<file path="src/rtl/bp_tlb_arbiter.sv">
// TLB port arbiter: fetch/load-store lookups, PTE fills and flush sequencing.
// Fills win unless a read has been starved for fill_burst_p grants.
module bp_tlb_arbiter #(
  parameter int vtag_width_p  = 28,
  parameter int entry_width_p = 40,
  parameter int fill_burst_p  = 4
) (
  input  logic                     clk_i,
  input  logic                     reset_n_i,

  input  logic                     req0_v_i,
  input  logic [vtag_width_p-1:0]  req0_vtag_i,
  output logic                     req0_ready_o,
  output logic                     resp0_v_o,
  output logic                     resp0_miss_o,
  output logic [entry_width_p-1:0] resp0_entry_o,

  input  logic                     req1_v_i,
  input  logic [vtag_width_p-1:0]  req1_vtag_i,
  output logic                     req1_ready_o,
  output logic                     resp1_v_o,
  output logic                     resp1_miss_o,
  output logic [entry_width_p-1:0] resp1_entry_o,

  input  logic                     fill_v_i,
  input  logic [vtag_width_p-1:0]  fill_vtag_i,
  input  logic [entry_width_p-1:0] fill_entry_i,
  output logic                     fill_ready_o,

  input  logic                     flush_i,
  output logic                     flush_busy_o,

  output logic                     tlb_v_o,
  output logic                     tlb_w_o,
  output logic [vtag_width_p-1:0]  tlb_vtag_o,
  output logic [entry_width_p-1:0] tlb_entry_o,
  output logic                     tlb_flush_o,
  input  logic                     tlb_v_i,
  input  logic                     tlb_miss_v_i,
  input  logic [entry_width_p-1:0] tlb_entry_i
);

  localparam int sw_lp = (fill_burst_p > 0) ? $clog2(fill_burst_p + 1) : 1;
  localparam logic [sw_lp-1:0] burst_lp = sw_lp'(fill_burst_p);

  typedef enum logic [1:0] {
    READY = 2'd0,
    FLUSH = 2'd1,
    DRAIN = 2'd2
  } state_e;

  state_e           state_r;
  logic             rr_r;
  logic [sw_lp-1:0] streak_r;
  logic             owner_v_r;
  logic             owner_id_r;

  logic any_req;
  logic open;
  logic starved;
  logic fill_win;
  logic read_win;
  logic read_id;
  logic unused_tlb_v;

  // Hit strobe is implied by the response cycle; miss alone qualifies it.
  assign unused_tlb_v = tlb_v_i;

  assign any_req  = req0_v_i | req1_v_i;
  assign open     = reset_n_i & (state_r == READY) & ~flush_i;
  assign starved  = any_req & (streak_r == burst_lp);
  assign read_id  = (req0_v_i & req1_v_i) ? rr_r : req1_v_i;
  assign fill_win = open & fill_v_i & ~starved;
  assign read_win = open & any_req & ~fill_win;

  assign fill_ready_o = fill_win;
  assign req0_ready_o = read_win & ~read_id;
  assign req1_ready_o = read_win & read_id;

  assign tlb_v_o     = fill_win | read_win;
  assign tlb_w_o     = fill_win;
  assign tlb_entry_o = fill_win ? fill_entry_i : '0;
  assign tlb_flush_o = reset_n_i & (state_r == FLUSH);

  always_comb begin
    tlb_vtag_o = '0;
    unique case (1'b1)
      fill_win:             tlb_vtag_o = fill_vtag_i;
      read_win & ~read_id:  tlb_vtag_o = req0_vtag_i;
      read_win &  read_id:  tlb_vtag_o = req1_vtag_i;
      default:              tlb_vtag_o = '0;
    endcase
  end

  assign flush_busy_o =
    reset_n_i & ((state_r != READY) | flush_i);

  assign resp0_v_o     = reset_n_i & owner_v_r & ~owner_id_r;
  assign resp1_v_o     = reset_n_i & owner_v_r & owner_id_r;
  assign resp0_miss_o  = resp0_v_o & tlb_miss_v_i;
  assign resp1_miss_o  = resp1_v_o & tlb_miss_v_i;
  assign resp0_entry_o = resp0_v_o ? tlb_entry_i : '0;
  assign resp1_entry_o = resp1_v_o ? tlb_entry_i : '0;

  always_ff @(posedge clk_i) begin
    if (!reset_n_i) begin
      state_r    <= READY;
      rr_r       <= 1'b0;
      streak_r   <= '0;
      owner_v_r  <= 1'b0;
      owner_id_r <= 1'b0;
    end else begin
      unique case (state_r)
        READY:   state_r <= flush_i ? FLUSH : READY;
        FLUSH:   state_r <= flush_i ? FLUSH : DRAIN;
        DRAIN:   state_r <= flush_i ? FLUSH : READY;
        default: state_r <= READY;
      endcase

      owner_v_r <= read_win;
      if (read_win) begin
        owner_id_r <= read_id;
        rr_r       <= ~read_id;
      end

      if (read_win || !any_req)
        streak_r <= '0;
      else if (fill_win && streak_r != burst_lp)
        streak_r <= streak_r + sw_lp'(1);
    end
  end

endmodule

</file>
<file path="config.mk">
export PLATFORM = sky130hd
export DESIGN_NAME = bp_tlb_arbiter
export DESIGN_NICKNAME = d
export VERILOG_FILES = /design/src/rtl/bp_tlb_arbiter.sv
export SDC_FILE = /design/constraint.sdc
export NUM_CORES = 1
export LEC_CHECK = 0
export ABC_AREA = 1
export BUFFER_PORTS_ARGS = -buffer_cell sky130_fd_sc_hd__buf_2
export CORE_AREA = 3 3 128 130
export DETAILED_ROUTE_END_ITERATION = 16
export DIE_AREA = 0 0 131 133
export PLACE_DENSITY = 0.46
export SYNTH_ARGS = -nofsm -noshare
export SYNTH_HDL_FRONTEND = slang
export SYNTH_SLANG_ARGS = --single-unit
</file>
<file path="constraint.sdc">
create_clock -name clk_i -period 3.64 [get_ports clk_i]
set_clock_uncertainty 0.2 [all_clocks]
set_input_delay 0.91 -clock clk_i [delete_from_list [all_inputs] [get_ports clk_i]]
set_output_delay 0.91 -clock clk_i [all_outputs]
set_load 0.01 [all_outputs]
</file>
==> results.sh <==
export IMPL_outcome="finished, final reports clean"
export IMPL_drc=0
export IMPL_slew_limit_headroom_pct=73.5
export IMPL_crit_path_end_kind="output port"
export IMPL_combPwrFrac_pct=45.3
export IMPL_cts_buffer_depth=2
export IMPL_antenna_found_initial=1
export IMPL_synthXorXnorAreaFrac_pct=0.467
export IMPL_p_leak_nw=2.77
export IMPL_ys_flop_type="dfxtp_1"
export IMPL_gp_congestion=0.735
export IMPL_worstHoldPathType="reg2reg"
export IMPL_synth_seq_cells=8
export IMPL_muxShareOfSynthArea_pct=0
export IMPL_final_nets=899
export IMPL_ys_warn_count=0
export IMPL_rows=45
export IMPL_yosysTopAreaCell="nor2_1"
export IMPL_drtIter0Drc=101
export IMPL_ys_async_sr_fraction_pct=0
export IMPL_yosysSeqAreaShare_pct=8.53
export IMPL_grt_total_usage_pct=9.91
export IMPL_clkSinkCount=8
export IMPL_switching_share_pct=32.4
export IMPL_yosys_cell_types_count=23
export IMPL_synth_top_area_share_pct=25.6
export IMPL_synth_nets=580
export IMPL_drt_pass1_iter_count=5
export IMPL_num_fill_cells=1793
export IMPL_die_area_um2=17400
export IMPL_dp_hpwl_mm=8.69
export IMPL_portBuffers=329
export IMPL_crit_type="in2out"
export IMPL_synth_compound_area_share_pct=2.73
export IMPL_wirelength_mm=10.1
export IMPL_htreeDepth=1
export IMPL_routed_via_density=3.70
export IMPL_critPathMaxFanout=21
export IMPL_synth_top_family_by_area="simple AND/OR/NAND/NOR gates"
export IMPL_tritoncts="built"
export IMPL_grt_first_pass_wirelength_mm=14.1
export IMPL_p_switching_mw=0.166
export IMPL_slew_viol_final=0
export IMPL_rsz0062_at_grt="false"
export IMPL_cts_resized=0
export IMPL_wl_per_cell_um=10.8
export IMPL_synthCells=406
export IMPL_cts_setup_buffers=0
export IMPL_die_h_um=133
export IMPL_slowest_stage="buf_4"
export IMPL_synth_simple_area_share_pct=59.1
export IMPL_io_pins=331
export IMPL_period_share_pct=90.7
export IMPL_crit_chain="buf_2 > inv_1 > nand2_2 > nor2_2 > nand2_2 > inv_1 > buf_4 > nand3_1 > nand3_1 > buf_2"
export IMPL_fmax_mhz=303
export IMPL_synth_edf_count=0
export IMPL_area_growth_syn_to_layout_pct=102
export IMPL_worst_pin_slew_ps=398
export IMPL_grt_overflow_total=0
export IMPL_cts_root_buf="clkbuf_16"
export IMPL_dieWidth_um=131
export IMPL_netlist_area_um2=1880
export IMPL_drtAntennaViolNets=0
export IMPL_final_setup_viol_count=0
export IMPL_cap_violations=0
export IMPL_slowest_delay_ps=260
export IMPL_grt_max_degree=42
export IMPL_final_min_clock_period_ps=3300
export IMPL_internal_power_mw=0.346
export IMPL_clock_latency_ps=230
export IMPL_yosys_top_cells_area="nor2_1 (26%), inv_1 (19%), nand3_1 (15%)"
export IMPL_ir_drop_uv=115
export IMPL_drive_above_1_share_pct=48.7
export IMPL_cts_made_buffers=3
export IMPL_via_count=3457
export IMPL_seqPwrFrac_pct=18.1
export IMPL_power_density_nw_per_um2=135
export IMPL_grt_pass1_vias=2965
export IMPL_crit_arrival_ps=2190
export IMPL_cp_required_ps=2530
export IMPL_fin_util_pct=24.8
export IMPL_clockPowerShare_pct=36.5
export IMPL_path_clk_slew_ps=40
export IMPL_critPathLaunchType="input pin"
export IMPL_hold_violations=0
export IMPL_initial_utilization_pct=12.3
export IMPL_core_um2=15300
export IMPL_syn_area_per_cell_um2=4.62
export IMPL_synth_adder_area_share_pct=1.33
export IMPL_final_setup_tns_ps=0
export IMPL_ctsHoldBuffers=0
[placed cells by master (no fill, tap or decap), drive strengths merged]
cell,instances
buf,339
nor3,3
nand2,68
diode,1
nor2,133
nand4,2
nand3,58
inv,96
a211oi,1
nor4,1
clkbuf,3
o21ai,4
dfxtp,8
xor2,1
ha,2
a21oi,4
[final cells by class]
class / count / area, µm² / share of cell area (%)
Multi-Input combinational cell: 277 / 1190 / 31.5
Clock buffer: 3 / 75.1 / 1.98
Tap cell: 211 / 264 / 6.97
Antenna cell: 1 / 2.50 / 0.0660
Inverter: 96 / 360 / 9.51
Timing Repair Buffer: 339 / 1730 / 45.8
Sequential cell: 8 / 160 / 4.23
[cells by family after synthesis]
kind of cell	after synthesis
flops	8
buf+inv	121
simple gates	265
xor+xnor	1
compound gates	9
fa+ha+maj	2
[per-layer routing]
metal,global-route usage [%],up-vias,part of all wire (%)
li1,-,1815,-
met1,9.80,1454,36
met2,20.8,184,54
met3,1.86,4,9.2
met4,1.37,0,0.42
met5,0,-,0
[final timing paths]
path                                  start            end  slack, ps  cells after the start
worst min-delay path            streak_r[0]    streak_r[0]        280                      2
worst min register to register  streak_r[0]    streak_r[0]        280                      2
worst max-delay path                flush_i  tlb_vtag_o[0]        340                     10
worst max register to register  streak_r[0]    streak_r[1]       1830                     10
[metrics by stage]
stage	setup slack [ps]	hold WS [ps]	area [µm²]	total power, mW	std cells
5_1_grt	208	311	3790	0.554	935
2_1_floorplan	693	257	1880	0.193	406
6_report	338	279	3790	0.512	935
4_1_cts	325	283	3790	0.521	934
3_5_place_dp	329	277	3710	0.329	931
3_3_place_gp	301	275	3710	0.329	931
[cells in the mapped netlist (2+ instances only)]
library cell / number
a21oi_1: 4
buf_2: 16
o21ai_0: 2
nand2_1: 65
nor2_1: 128
nor2_4: 2
nand3_1: 58
nor2_2: 3
nor3_1: 3
nand2_2: 3
buf_6: 5
dfxtp_1: 8
inv_1: 95
buf_4: 3
nand4_1: 2
ha_1: 2
[power by group through the flow]
stage,clock [mW],sequential [mW],combinational (mW)
after global routing,0.199,0.0932,0.263
after global placement,0,0.0943,0.234
final,0.187,0.0928,0.232
after floorplan,0,0.0939,0.0991
after CTS,0.192,0.0928,0.236
after detailed placement,0,0.0942,0.235
[critical path: cells and delay by family]
kind / cells / cell delay, ps
buf+inv: 5 / 730
simple gates: 5 / 540
[sequential cells by signal, indices dropped and copies added, names as in the netlist]
signal / count
owner_id_r: 1
owner_v_r: 1
rr_r: 1
state_r: 2
streak_r: 3
Note: power is estimated with default switching activity, not from simulation.
